[src/rtl/fp16_dot_feeder.sv]
// Sequencer that streams buffered fp16 operand pairs into the dot-product MAC over start/done.
// Optional handshake watchdog: define FEEDER_TIMEOUT_EN.
module fp16_dot_feeder #(
  parameter int DEPTH   = 12,
  parameter int AW      = 4,
  parameter int TIMEOUT = 64
) (
  input  logic          clk83,
  input  logic          reset83,
  input  logic          wr_en83,
  input  logic [AW-1:0] wr_addr83,
  input  logic [15:0]   wr_a83,
  input  logic [15:0]   wr_b83,
  input  logic [AW:0]   len83,
  input  logic          go83,
  output logic          busy83,
  output logic          start83,
  output logic [15:0]   a83,
  output logic [15:0]   b83,
  input  logic          done83,
  input  logic [15:0]   ans83,
  output logic [15:0]   result83,
  output logic          result_valid83,
  output logic          err83
);

  localparam logic [1:0] S_IDLE    = 2'd0;
  localparam logic [1:0] S_DRIVE   = 2'd1;
  localparam logic [1:0] S_RELEASE = 2'd2;
  localparam logic [AW:0] DEPTH_L  = (AW+1)'(DEPTH);

  logic [15:0] mem_a [0:DEPTH-1];
  logic [15:0] mem_b [0:DEPTH-1];

  logic [1:0]    state_q, state_d;
  logic [AW-1:0] idx_q, idx_d;
  logic [AW:0]   len_q, len_d;
  logic          start_q, start_d;
  logic          busy_q, busy_d;
  logic [15:0]   a_q, a_d;
  logic [15:0]   b_q, b_d;
  logic [15:0]   result_q, result_d;
  logic          rv_q, rv_d;
  logic          err_q, err_d;
  logic [AW-1:0] idx_nxt;
  logic          last;

`ifdef FEEDER_TIMEOUT_EN
  localparam int CW = $clog2(TIMEOUT + 1);
  logic [CW-1:0] cnt_q, cnt_d;
`endif

  // Operand buffers are not reset and are frozen while a sequence runs.
  always_ff @(posedge clk83) begin
    if (wr_en83 && !busy_q && ({1'b0, wr_addr83} < DEPTH_L)) begin
      mem_a[wr_addr83] <= wr_a83;
      mem_b[wr_addr83] <= wr_b83;
    end
  end

  assign idx_nxt = idx_q + 1'b1;
  assign last    = ({1'b0, idx_q} == (len_q - 1'b1));

  always_comb begin
    state_d  = state_q;
    idx_d    = idx_q;
    len_d    = len_q;
    start_d  = start_q;
    busy_d   = busy_q;
    a_d      = a_q;
    b_d      = b_q;
    result_d = result_q;
    rv_d     = 1'b0;
    err_d    = 1'b0;
`ifdef FEEDER_TIMEOUT_EN
    cnt_d    = cnt_q;
`endif
    case (state_q)
      S_IDLE: begin
        if (go83) begin
          if ((len83 != '0) && (len83 <= DEPTH_L)) begin
            len_d   = len83;
            idx_d   = '0;
            a_d     = mem_a[0];
            b_d     = mem_b[0];
            start_d = 1'b1;
            busy_d  = 1'b1;
            state_d = S_DRIVE;
`ifdef FEEDER_TIMEOUT_EN
            cnt_d   = '0;
`endif
          end else begin
            err_d = 1'b1;
          end
        end
      end
      S_DRIVE: begin
        if (done83) begin
          if (last) result_d = ans83;
          start_d = 1'b0;
          state_d = S_RELEASE;
`ifdef FEEDER_TIMEOUT_EN
          cnt_d   = '0;
`endif
        end
`ifdef FEEDER_TIMEOUT_EN
        else if (cnt_q == CW'(TIMEOUT - 1)) begin
          start_d = 1'b0;
          err_d   = 1'b1;
          busy_d  = 1'b0;
          state_d = S_IDLE;
        end else begin
          cnt_d = cnt_q + 1'b1;
        end
`endif
      end
      S_RELEASE: begin
        if (!done83) begin
          if (last) begin
            rv_d    = 1'b1;
            busy_d  = 1'b0;
            state_d = S_IDLE;
          end else begin
            idx_d   = idx_nxt;
            a_d     = mem_a[idx_nxt];
            b_d     = mem_b[idx_nxt];
            start_d = 1'b1;
            state_d = S_DRIVE;
`ifdef FEEDER_TIMEOUT_EN
            cnt_d   = '0;
`endif
          end
        end
`ifdef FEEDER_TIMEOUT_EN
        else if (cnt_q == CW'(TIMEOUT - 1)) begin
          err_d   = 1'b1;
          busy_d  = 1'b0;
          state_d = S_IDLE;
        end else begin
          cnt_d = cnt_q + 1'b1;
        end
`endif
      end
      default: begin
        start_d = 1'b0;
        busy_d  = 1'b0;
        state_d = S_IDLE;
      end
    endcase
  end

  always_ff @(posedge clk83 or posedge reset83) begin
    if (reset83) begin
      state_q  <= S_IDLE;
      idx_q    <= '0;
      len_q    <= '0;
      start_q  <= 1'b0;
      busy_q   <= 1'b0;
      a_q      <= '0;
      b_q      <= '0;
      result_q <= '0;
      rv_q     <= 1'b0;
      err_q    <= 1'b0;
`ifdef FEEDER_TIMEOUT_EN
      cnt_q    <= '0;
`endif
    end else begin
      state_q  <= state_d;
      idx_q    <= idx_d;
      len_q    <= len_d;
      start_q  <= start_d;
      busy_q   <= busy_d;
      a_q      <= a_d;
      b_q      <= b_d;
      result_q <= result_d;
      rv_q     <= rv_d;
      err_q    <= err_d;
`ifdef FEEDER_TIMEOUT_EN
      cnt_q    <= cnt_d;
`endif
    end
  end

  assign busy83         = busy_q;
  assign start83        = start_q;
  assign a83            = a_q;
  assign b83            = b_q;
  assign result83       = result_q;
  assign result_valid83 = rv_q;
  assign err83          = err_q;

endmodule

[config.mk]
export PLATFORM = sky130hd
export DESIGN_NAME = fp16_dot_feeder
export DESIGN_NICKNAME = d
export VERILOG_FILES = /design/src/rtl/fp16_dot_feeder.sv
export SDC_FILE = /design/constraint.sdc
export NUM_CORES = 1
export LEC_CHECK = 0
export ABC_AREA = 0
export BUFFER_PORTS_ARGS = -buffer_cell sky130_fd_sc_hd__buf_2
export CAP_MARGIN = 5
export CORE_MARGIN = 3
export CORE_UTILIZATION = 53
export DETAILED_ROUTE_END_ITERATION = 8
export PLACE_DENSITY_LB_ADDON = 0.15
export SYNTH_ARGS = -nofsm -noshare
export SYNTH_HDL_FRONTEND = slang
export SYNTH_SLANG_ARGS = --single-unit
[constraint.sdc]
create_clock -name clk83 -period 3.6 [get_ports clk83]
set_input_delay 0.18 -clock clk83 [delete_from_list [all_inputs] [get_ports clk83]]
set_output_delay 0.18 -clock clk83 [all_outputs]
set_load 0.01 [all_outputs]
==> results.sh <==
export IMPL_status="finished clean"
export IMPL_max_freq_mhz=365.8
export IMPL_syn_area_sq_um=17810
export IMPL_synth_seq_cells=447
export IMPL_setup_viol=0
export IMPL_hold_buffers=56
export IMPL_critPathMaxStageDelay_ps=590
export IMPL_layout_commonest_cell="edfxtp_1"
export IMPL_synth_compound_area_share_pct=5.977
export IMPL_synth_cell_types=44
export IMPL_post_dp_hpwl_um=22430
export IMPL_worstRegToRegCells=7
export IMPL_path_max_fanout=91
export IMPL_htree_levels=2
export IMPL_fp_dieW_um=189.3
export IMPL_critPathBufInv=2
export IMPL_final_hold_viol_count=0
export IMPL_r2r_slack_ps=870
export IMPL_die_height_um=189.3
export IMPL_cts_tree="built"
export IMPL_via_per_inst=5.737
export IMPL_n_fill_cell=2346
export IMPL_synth_simple_area_share_pct=2.276
export IMPL_crit_start="idx_q[0]$_DFFE_PP0P_"
export IMPL_detail_route_antenna_nets=0
export IMPL_synth_largest_area_cell="edfxtp_1"
export IMPL_ioPinCount=114
export IMPL_r2r_end="a83[2]$_DFFE_PP0P_"
export IMPL_num_vias=9788
export IMPL_avgSynthCellArea_sq_um=17.33
export IMPL_start_util_pct=54.20
export IMPL_post_cts_resized=0
export IMPL_clock_sinks=447
export IMPL_synth_top_cell_area_share_pct=64.73
export IMPL_crit_chain="buf_12, nand3_1, xor2_4, nor2b_4, buf_4, a31oi_1, mux2i_1"
export IMPL_totalWireLength_um=40030
export IMPL_cts_buffer_depth=3
export IMPL_leakage_nw=7.608
export IMPL_cts_root_buf="clkbuf_16"
export IMPL_rr_startpoint="idx_q[0]$_DFFE_PP0P_"
export IMPL_setup_ws_ps=866.1
export IMPL_synth_top_family_by_area="multiplexers"
export IMPL_crit_path_end_kind="flip-flop"
export IMPL_final_nets=1292
export IMPL_drive_gt1_share_pct=23.42
export IMPL_clk_latency_ps=550
export IMPL_cp_top_family="simple AND/OR/NAND/NOR gates"
export IMPL_crit_cells=7
export IMPL_min_delay_path_class="input port to flip-flop"
export IMPL_wire_per_inst_um=23.46
export IMPL_worst_slew_pin_slew_ps=834.7
export IMPL_yosys_warnings=0
export IMPL_slew_headroom_pct=44.28
export IMPL_synthArstFlopShare_pct=14.09
export IMPL_place_port_buffers=113
export IMPL_crit_arrival_ps=3200
export IMPL_syn2layout_area_growth_pct=18.99
export IMPL_synth_xor_area_share_pct=0.3933
export IMPL_grt_pass1_wl_um=61060
export IMPL_grt_overflow=0
export IMPL_post_place_ws_ps=819.8
export IMPL_fin_crit_ps=2734
export IMPL_clkTransAtPathRegs_ps=60
export IMPL_start_kind="flip-flop"
export IMPL_fp_row_count=66
export IMPL_p_per_area_nw_per_um2=715.5
export IMPL_final_cell_mix="384 x edfxtp_1, 161 x mux2i_1, 113 x buf_2, 69 x inv_1, 64 x a22oi_1"
export IMPL_cpMaxStageDelayCell="nor2b_4"
export IMPL_yosysSeqAreaShare_pct=73.58
export IMPL_syn_nets=1092
export IMPL_antenna_cells=0
export IMPL_critPathKind="flip-flop to flip-flop"
export IMPL_firstDrtPassIters=5
export IMPL_core_region_area_sq_um=32870
export IMPL_synthFlopType="edfxtp_1"
export IMPL_drv_cap=0
export IMPL_synth_edf_count=384
export IMPL_floorplan_die_area_sq_um=35850
export IMPL_grt_max_degree=92
export IMPL_fin_skew_ps=14.73
export IMPL_cts_buffers_inserted=46
export IMPL_synth_area_leaders="edfxtp_1 65%, mux2i_1 9.0%, dfrtp_1 8.8%"
export IMPL_finalCritPeriodShare_pct=75.94
export IMPL_netlist_instances=1028
export IMPL_drc=0
export IMPL_gp_congestion=0.7282
export IMPL_antenna_found_initial=2
export IMPL_setup_tns_final_ps=0
export IMPL_vdd_drop_max_v=0.0005466
export IMPL_grt_pass1_vias=9939
export IMPL_synth_mux_area_share_pct=14.50
export IMPL_fin_util_pct=64.50
export IMPL_drtIter0Drc=846
export IMPL_slew_violations=0
export IMPL_grt_total_usage_pct=22.63
export IMPL_post_cts_buffers=0
export IMPL_worstSetupEndpoint="a83[2]$_DFFE_PP0P_"
export IMPL_rsz0062_at_grt="no"
export IMPL_cp_required_ps=4070
export IMPL_synth_fa_ha_area_share_pct=0.1405
synthesized netlist by cell type, types with 16 or more instances:
master    count
edfxtp_1    384
mux2i_1     161
nor2_1       20
a31oi_1      32
buf_2        16
mux4_2       32
inv_1        70
dfrtp_1      63
nand2_1      37
a22oi_1      64
o31ai_1      32
clkbuf_1     32
power by group:
group / switching (mW) / leakage (nW) / internal [mW]
clock network: 1.86 / 0.724 / 2.75
logic: 2.50 / 2.66 / 1.74
registers: 0.288 / 4.22 / 6.02
through the flow:
| step | total power [mW] | cell area (sq um) | hold slack (ps) | std cells |
|---|---|---|---|---|
| 6_report | 15.17 | 21200 | 160.3 | 1706 |
| 5_1_grt | 15.86 | 21200 | 163.5 | 1706 |
| 4_1_cts | 15.26 | 21200 | 147.4 | 1706 |
| 3_5_place_dp | 10.61 | 19160 | 389.1 | 1566 |
| 3_3_place_gp | 10.55 | 19160 | 396.1 | 1566 |
| 2_1_floorplan | 9.181 | 17820 | 253.5 | 1028 |
state kept, by name, indices dropped and copies added, names as in the netlist:
name,count
mem_a,192
busy83,1
mem_b,192
idx_q,4
state_q,2
err83,1
a83,16
result_valid83,1
start83,1
b83,16
result83,16
len_q,5
worst min path at each step:
stage | end | slack (ps) | cells past startpoint | startpoint
detailed placement | b83[14]$_DFFE_PP0P_ | 390 | 2 | reset83
global route | mem_a[0][10]$_DFFE_PP_ | 160 | 2 | wr_addr83[1]
global placement | b83[14]$_DFFE_PP0P_ | 400 | 2 | reset83
floorplan | result_valid83$_DFF_PP0_ | 250 | 1 | done83
finish | mem_b[0][0]$_DFFE_PP_ | 160 | 2 | wr_addr83[0]
CTS | mem_b[0][0]$_DFFE_PP_ | 150 | 2 | wr_addr83[0]
kinds of logic (layout without fill, tap and decap cells):
kind of cell | count (synthesis) | count (layout)
flip-flops | 447 | 447
AO/OA/AOI/OAI | 146 | 146
XOR/XNOR | 8 | 8
adder cells (fa/ha/maj) | 2 | 2
multiplexers | 212 | 212
AND/OR/NAND/NOR | 86 | 86
buffers and inverters | 127 | 363
layout make-up:
class	instances	area (sq um)	area share, %
Clock buffer	74	1378	6.499
Clock inverter	10	100.1	0.4722
Inverter	70	262.8	1.240
Multi-Input combinational cell	454	4292	20.25
Sequential cell	447	13110	61.85
Tap cell	442	553.0	2.609
Timing Repair Buffer	209	1501	7.083
layer usage:
metal | vias to the layer above | track usage (%) | wire length, um
met2 | 333 | 36.40 | 19200
li1 | 4405 | - | -
met4 | 4 | 5.004 | 690
met3 | 62 | 3.740 | 2534
met5 | - | 0 | 27
met1 | 4984 | 33.18 | 17570
(Power assumes the default switching activity.)
